### src/rtl/simon_kexp_stream.sv
// Simon key scheduler streaming one round key per cycle over valid/ready.
// Holds only an m-word sliding window; reverse order is produced by pre-rolling then inverting the step.
module simon_kexp_stream #(
   parameter int WORD_WIDTH = 64,
   parameter int KEY_WORDS  = 2,
   parameter int ROUNDS     = 68,
   parameter int Z_SEQ      = 2
) (
   input  logic                            ck,
   input  logic                            nrst,
   input  logic [WORD_WIDTH*KEY_WORDS-1:0] key,
   input  logic                            reverse,
   input  logic                            k_valid,
   output logic                            k_ready,
   input  logic                            abort,
   output logic [WORD_WIDTH-1:0]           rk,
   output logic [$clog2(ROUNDS)-1:0]       rk_index,
   output logic                            rk_valid,
   input  logic                            rk_ready,
   output logic                            rk_last,
   output logic                            busy
);

   localparam int N  = WORD_WIDTH;
   localparam int M  = KEY_WORDS;
   localparam int IW = $clog2(ROUNDS);
   localparam logic [IW-1:0] IDX_LAST = IW'(ROUNDS - 1);
   localparam logic [IW-1:0] PRE_LAST = IW'(ROUNDS - KEY_WORDS - 1);

   // Symbol 0 of each sequence is the MSB of its constant.
   localparam logic [61:0] Z0 = 62'b11111010001001010110000111001101111101000100101011000011100110;
   localparam logic [61:0] Z1 = 62'b10001110111110010011000010110101000111011111001001100001011010;
   localparam logic [61:0] Z2 = 62'b10101111011100000011010010011000101000010001111110010110110011;
   localparam logic [61:0] Z3 = 62'b11011011101011000110010111100000010010001010011100110100001111;
   localparam logic [61:0] Z4 = 62'b11010001111001101011011000100000010111000011001010010011101111;
   localparam logic [61:0] ZC = (Z_SEQ == 0) ? Z0 : (Z_SEQ == 1) ? Z1 :
                                (Z_SEQ == 2) ? Z2 : (Z_SEQ == 3) ? Z3 : Z4;

   typedef enum logic [1:0] {IDLE, PRE, FWD, REV} state_t;

   state_t        state;
   logic [N-1:0]  w [M];
   logic [N-1:0]  k_next;
   logic [N-1:0]  k_prev;
   logic [IW-1:0] idx_inc;
   logic [IW-1:0] idx_dec;

   function automatic logic [N-1:0] ror(input logic [N-1:0] x, input int r);
      return (x >> r) | (x << (N - r));
   endfunction

   function automatic logic [N-1:0] mix(input logic [N-1:0] a, input logic [N-1:0] b);
      logic [N-1:0] t;
      t = ror(a, 3);
      if (M == 4) t = t ^ b;
      t = t ^ ror(t, 1);
      return t;
   endfunction

   // Round constant 3 ^ z_j[i mod 62]; i never reaches 124.
   function automatic logic [N-1:0] rc(input logic [6:0] i);
      logic [6:0]  k;
      logic [61:0] s;
      logic [N-1:0] c;
      k = (i >= 7'd62) ? i - 7'd62 : i;
      s = ZC << k;
      c = N'(3);
      c[0] = c[0] ^ s[61];
      return c;
   endfunction

   always_comb begin
      idx_inc = rk_index + 1'b1;
      idx_dec = rk_index - 1'b1;
      k_next  = ~w[0] ^ mix(w[M-1], w[1]) ^ rc(7'(rk_index));
      k_prev  = ~(w[M-1] ^ mix(w[M-2], w[0]) ^ rc(7'(rk_index) - 7'(M)));
   end

   always_ff @(posedge ck) begin
      if (!nrst) begin
         state    <= IDLE;
         for (int i = 0; i < M; i++) w[i] <= '0;
         rk       <= '0;
         rk_index <= '0;
         rk_valid <= 1'b0;
         rk_last  <= 1'b0;
         k_ready  <= 1'b1;
         busy     <= 1'b0;
      end else if (abort && state != IDLE) begin
         state    <= IDLE;
         rk_valid <= 1'b0;
         rk_last  <= 1'b0;
         k_ready  <= 1'b1;
         busy     <= 1'b0;
      end else begin
         case (state)
            IDLE: if (k_valid) begin
               for (int i = 0; i < M; i++) w[i] <= key[i*N +: N];
               rk_index <= '0;
               rk_last  <= 1'b0;
               k_ready  <= 1'b0;
               busy     <= 1'b1;
               if (reverse) begin
                  state    <= PRE;
                  rk_valid <= 1'b0;
               end else begin
                  state    <= FWD;
                  rk       <= key[N-1:0];
                  rk_valid <= 1'b1;
               end
            end
            // Silent roll-forward; the final step lands k(T-1) in the top word.
            PRE: begin
               for (int i = 0; i < M - 1; i++) w[i] <= w[i+1];
               w[M-1] <= k_next;
               if (rk_index == PRE_LAST) begin
                  state    <= REV;
                  rk       <= k_next;
                  rk_index <= IDX_LAST;
                  rk_valid <= 1'b1;
               end else begin
                  rk_index <= idx_inc;
               end
            end
            FWD: if (rk_ready) begin
               if (rk_index == IDX_LAST) begin
                  state    <= IDLE;
                  rk_valid <= 1'b0;
                  rk_last  <= 1'b0;
                  k_ready  <= 1'b1;
                  busy     <= 1'b0;
               end else begin
                  for (int i = 0; i < M - 1; i++) w[i] <= w[i+1];
                  w[M-1]   <= k_next;
                  rk       <= w[1];
                  rk_index <= idx_inc;
                  rk_last  <= (idx_inc == IDX_LAST);
               end
            end
            // Below index m the original key words are already in the window.
            REV: if (rk_ready) begin
               if (rk_index == '0) begin
                  state    <= IDLE;
                  rk_valid <= 1'b0;
                  rk_last  <= 1'b0;
                  k_ready  <= 1'b1;
                  busy     <= 1'b0;
               end else begin
                  for (int i = 1; i < M; i++) w[i] <= w[i-1];
                  w[0]     <= (rk_index >= IW'(M)) ? k_prev : '0;
                  rk       <= w[M-2];
                  rk_index <= idx_dec;
                  rk_last  <= (idx_dec == '0);
               end
            end
            default: state <= IDLE;
         endcase
      end
   end

endmodule

### config.mk
export PLATFORM = sky130hd
export DESIGN_NAME = simon_kexp_stream
export DESIGN_NICKNAME = d
export VERILOG_FILES = /design/src/rtl/simon_kexp_stream.sv
export SDC_FILE = /design/constraint.sdc
export NUM_CORES = 1
export LEC_CHECK = 0
export BUFFER_PORTS_ARGS = -buffer_cell sky130_fd_sc_hd__buf_4
export CORE_ASPECT_RATIO = 1.25
export CORE_MARGIN = 2
export CORE_UTILIZATION = 30
export CTS_CLUSTER_SIZE = 40
export DETAILED_ROUTE_END_ITERATION = 16
export PLACE_DENSITY = 0.47
export SLEW_MARGIN = 5
export SYNTH_ARGS = -nofsm -noshare
export SYNTH_HDL_FRONTEND = slang
export SYNTH_SLANG_ARGS = --single-unit
export TNS_END_PERCENT = 1
### constraint.sdc
create_clock -name ck -period 6.3 [get_ports ck]
set_input_delay 1.575 -clock ck [delete_from_list [all_inputs] [get_ports ck]]
set_output_delay 1.575 -clock ck [all_outputs]
set_load 0.01 [all_outputs]
==> run summary, run 1 <==
Max Freq: 222 MHz
Mapped Area: 14,200 um^2
Clk root buf: clkbuf_16
CP startpoint kind: register
Slew margin rel.: 26.6%
Max incr delay on CP: 0.87 ns
CP bufs+invs: 1
First-pass GRT wire length: 74,700 um
Row cnt: 89
Pin count of the biggest net entering global routing: 191
Top-count cell post-synth: xnor2_1
Number of synthesized flops with an enable pin: 128
Total number of vias: 12,500
TritonCTS clock tree: built
IO buf count: 208
Hold WC Path Type: register to register
Top cells by area, synth: edfxtp_1, xnor2_1, dfxtp_1, a211oi_1, mux2_2
Non-filler cells, final: 2,339
Die outline height: 247 um
Worst setup EP type: register
Register area: 5370 um^2
Initial antenna violation count: 3
Seq cells post-synth: 204
Syn nets: 1,734
Critical path class: register to register
Area of the multi-input gates: 8190 um^2
CP Max Fanout: 25
# H-tree levels: 1
RSZ-0062 raised after global routing: false
Mean post-synth cell area: 8.94 um^2
Post-DP Area: 16,200 um^2
Overall power consumption: 0.00494 W
Post_cts resized: 0
Crit path cell chain: inv_1, ha_1, or4bb_1, and2_1, o21ai_1, a2bb2oi_2, ha_1, a2111oi_0, a21oi_1, o211ai_1, a221oi_2, xnor2_1, o21ai_1
PD cells: 292 nW/um^2
Starting density of the core: 30.2%
Layout Nets: 1,830
Post-synth top area share: 27.1%
WHS Path Cells: 2
I/O Pins: 209
Core ar.: 46,900 um^2
Area leader, netlist: edfxtp_1
Max Slew Vio Count: 0
Total GRT Usage: 19.5%
DR iter-0 viols: 795
Max_cap viols: 0
Fin area: 16,900 um^2
Post-Place Cells: 2,292
Hold_buf cts: 0
Clock Sinks: 204
Period utilisation layout: 71.5%
R2R depth: 13
Layout cells sized above 1: 21.2%
Num CTS Buffers: 25
Area delta synth->final: 19.6%
Worst slew pin tran: 1.10 ns
Detail Route Antenna Nets: 0
Async SR Flop Fraction: 0%
Setup WS post-layout: 1.80 ns
Slowest cell on crit path: dfxtp_1
Vias per cell: 5.35
Most common library cells after synthesis: xnor2_1, nor2_1, clkbuf_1
Critical path required time: 6.57 ns
Routed wire length: 48,700 um
Vias in the first global route: 12,300
Post-CTS Setup Inserts: 0
Fin. Hold Viols: 0
R2R Setup Slk: 1.80 ns
Die ar.: 49,000 um^2
Main synth FF type: edfxtp_1
DRC Markers: 0
Dpl ws: 1.75 ns
Die Wd: 198 um
Mapped Cells: 1,586
Sequential area share after synthesis: 37.9%
LEAKAGE: 5.86 nW
Gpl congestion: 0.803
Gr ovfl total: 0
VDD IR max: 0.000187 V
Clock transition at path regs: 0.06 ns
Outcome: complete, no violations
Yosys warns: 0
Fill cells: 4,780
Synth cell types: 63
WP data arrival: 4.77 ns
Detailed Routing Iterations Pass 1: 5
Final TNS setup: 0 ns
Top Family by Delay on Critical Path: compound AO/OA/AOI/OAI gates
Skew-Pair Late Insertion Delay: 0.54 ns
Cell count along the critical path: 13
DR WL/cell: 20.8 um
Post-DP HPWL: 31,700 um
Clock buffer depth: 3
Final setup violation count: 0
Tmin final: 4.50 ns
Worst Clk Skew: 0.00756 ns
## metrics by stage
stage                     utilization, %  hold WS [ns]
after CTS                           36.1         0.459
after global placement              34.5         0.459
after global routing                36.1         0.508
final                               36.1         0.455
after floorplan                        -         0.481
after detailed placement            34.5         0.451
## metal layers
metal  global-route usage [%]  up-vias  share of wire, %
met5                        0        -                 0
met4                     5.82        0               2.2
met3                     2.20       46               4.5
met2                     31.7      313                48
met1                     27.1     6093                46
li1                         -     6065                 -
## final timing paths
kind                                  from           endpoint
setup / recovery  rk_index[1]$_SDFFE_PN0P_  w[0][0]$_DFFE_PP_
setup reg to reg  rk_index[1]$_SDFFE_PN0P_  w[0][0]$_DFFE_PP_
hold / removal           busy$_SDFFE_PP0P_  busy$_SDFFE_PP0P_
hold reg to reg          busy$_SDFFE_PP0P_  busy$_SDFFE_PP0P_
## logic make-up after synthesis
logic type	Yosys count	synth area share, %
xor+xnor	220	13.6
compound gates	559	26.8
flops	204	37.9
mux	69	5.42
simple gates	348	10.4
buf+inv	172	4.67
fa+ha+maj	14	1.24
## placed cells by master, fill, tap and decap left out, types with 10 or more instances in the layout
cell       synthesis  final
a221o_1           10     10
a31o_2            19     19
ha_1              14     14
a22oi_1           67     67
inv_1             12     12
a21oi_1           89     88
a22o_1            20     20
clkbuf_16          0     25
dfxtp_1           76     74
buf_4              0    224
nand2_1          106    105
nand3_1           41     40
o21ai_0          118    118
edfxtp_1         128    128
nor2_1           160    159
mux2_2            62     62
a211oi_1         131    131
xnor2_1          215    215
o211ai_1          55     55
## worst min-delay path, cell delays in order, from the launching register on
cell	delay (ns)
dfxtp_1	0.31
nand2_1	0.05
a21oi_1	0.05
## sequential cells by signal, summed over array words and instances, names as in the netlist
register and cells:
busy 1, k_ready 1, rk 64, rk_index 7
rk_last 1, rk_valid 1, state 1, w 128
## layout make-up
class,instances,area share [%]
multi-input combinational,1210,48.3
sequential,204,31.7
timing repair buffer,228,10.4
tap,637,4.70
clock buffer,33,3.93
clock inverter,11,0.591
inverter,13,0.288
antenna,3,0.0443
## report_power, final
| group | switching (W) | leakage, nW | internal, W | total, W |
|---|---|---|---|---|
| clock network | 0.000610 | 0.378 | 0.000819 | 0.00143 |
| registers | 0.000319 | 2.02 | 0.00167 | 0.00198 |
| logic | 0.000795 | 3.47 | 0.000733 | 0.00153 |
| total | 0.00172 | 5.86 | 0.00322 | 0.00494 |
Note: power is estimated with default switching activity, not from simulation.
==> run 2: changes to the inputs <==
Clock period 6.3 ns to 4.7 ns, I/O delays scaled along.
==> run 2 against run 1 <==
Net effect: clock skew rose by 0.012 ns; maximum frequency rose by 21%; register-to-register slack got worse by 0.82 ns; critical path depth did not move; clock-buffer cell count rose by 4; worst setup slack got worse by 0.82 ns; via count rose by 1.4%; wire length rose by 0.90%; sequential power rose by 36%; clock power rose by 55%; largest cell class unchanged.
==> run summary, run 2 (same netlist as run 1, synthesis figures left out) <==
Clock Sinks: 204
CP startpoint kind: register
Worst setup EP type: register
Gr ovfl total: 0
First-pass GRT wire length: 75,900 um
Detailed Routing Iterations Pass 1: 5
Initial antenna violation count: 2
Largest register FFs: 128
Post-CTS Setup Inserts: 0
Worst slew pin tran: 1.04 ns
Die Wd: 198 um
LEAKAGE: 5.99 nW
R2R depth: 13
Post_cts resized: 0
RSZ-0062 raised after global routing: false
Critical path required time: 4.98 ns
Setup WS post-layout: 0.974 ns
Die outline height: 247 um
Regs by FF count: w: 128 flops, rk: 64 flops, rk_index: 7 flops
Skew-Pair Late Insertion Delay: 0.56 ns
Most frequent cells in the layout: buf_4, xnor2_1, nor2_1
VDD IR max: 0.000256 V
Slowest cell on crit path: or4bb_1
Total GRT Usage: 19.8%
Starting density of the core: 30.2%
Fin area: 17,200 um^2
Crit path cell chain: inv_1, ha_1, or4bb_1, and2_1, o21ai_1, a2bb2oi_2, ha_1, a2111oi_0, a21oi_1, o211ai_1, a221oi_2, xnor2_1, o21ai_1
WP data arrival: 4.01 ns
Layout cells sized above 1: 22.0%
Post-DP Area: 16,200 um^2
DRC Markers: 0
Sw Ratio: 34.1%
Vias in the first global route: 12,400
IO buf count: 208
Dpl ws: 1.02 ns
Clk root buf: clkbuf_16
Die ar.: 49,000 um^2
Register share of total power: 38.8%
Period utilisation layout: 79.3%
Fin Hold WS: 0.473 ns
Hold_buf cts: 0
Max Slew Vio Count: 0
DR iter-0 viols: 899
Clk network pwr share: 31.9%
Top reg by flops: w
DR WL/cell: 20.9 um
CP Max Fanout: 12
Max_cap viols: 0
Fin. Hold Viols: 0
Num CTS Buffers: 27
Top Family by Delay on Critical Path: compound AO/OA/AOI/OAI gates
Critical path class: register to register
Gpl congestion: 0.833
Core ar.: 46,900 um^2
I/O Pins: 209
Most common cell after layout, fill and taps aside: buf_4
Final TNS setup: 0 ns
WHS Path Cells: 2
Hold WC Path Type: register to register
TritonCTS clock tree: built
Finished Core Util: 36.7%
Final setup violation count: 0
PD cells: 403 nW/um^2
Total number of vias: 12,700
Max incr delay on CP: 0.57 ns
Post-DP HPWL: 32,400 um
Detail Route Antenna Nets: 0
# H-tree levels: 1
Cell count along the critical path: 13
Pin count of the biggest net entering global routing: 127
Worst Clk Skew: 0.0199 ns
Outcome: complete, no violations
P_int: 0.00456 W
Routed wire length: 49,200 um
Tmin final: 3.73 ns
Vias per cell: 5.41
Row cnt: 89
Clock transition at path regs: 0.06 ns
Slew margin rel.: 30.9%
CP bufs+invs: 1
Clock buffer depth: 3
Area delta synth->final: 21.3%
Layout Nets: 1,837
Combinational fraction of design power: 29.3%
Psw: 0.00236 W
Max Freq: 268 MHz
## run 2: worst min-delay path, cell delays in order (launching register included)
cell and delay (ns):
dfxtp_1 0.32, nand2_1 0.05, a21oi_1 0.06
## run 2: worst paths after layout
kind | slack [ns] | startpoint | endpoint
worst max-delay path | 0.97 | rk_index[1]$_SDFFE_PN0P_ | w[0][0]$_DFFE_PP_
worst min-delay path | 0.47 | busy$_SDFFE_PP0P_ | busy$_SDFFE_PP0P_
worst max register to register | 0.97 | rk_index[1]$_SDFFE_PN0P_ | w[0][0]$_DFFE_PP_
worst min register to register | 0.47 | busy$_SDFFE_PP0P_ | busy$_SDFFE_PP0P_
## run 2: layout make-up
class | count | area, um^2
Timing Repair Buffer | 233 | 1840
Clock buffer | 37 | 796
Clock inverter | 12 | 136
Sequential cell | 204 | 5370
Antenna cell | 2 | 5.00
Tap cell | 637 | 797
Multi-Input combinational cell | 1210 | 8190
Inverter | 13 | 48.8
Fill cell | 4783 | 29700
## run 2: metal layers
metal / GRT usage, % / routed length, um
met5: 0 / 0
met4: 5.75 / 1290
met3: 2.43 / 2360
met2: 32.9 / 23700
met1: 26.8 / 21800
## run 2: metrics by stage
step	power (W)	cells
5_1_grt	0.00732	2348
2_1_floorplan	0.00405	1586
6_report	0.00692	2348
4_1_cts	0.00700	2346
3_3_place_gp	0.00473	2297
3_5_place_dp	0.00475	2297
## run 2: power by group through the flow
stage	Sequential, W	Clock (W)	Combinational, W
3_3_place_gp	0.00272	0	0.00201
4_1_cts	0.00268	0.00228	0.00204
5_1_grt	0.00274	0.00234	0.00225
3_5_place_dp	0.00272	0	0.00203
2_1_floorplan	0.00253	0	0.00152
6_report	0.00269	0.00221	0.00203
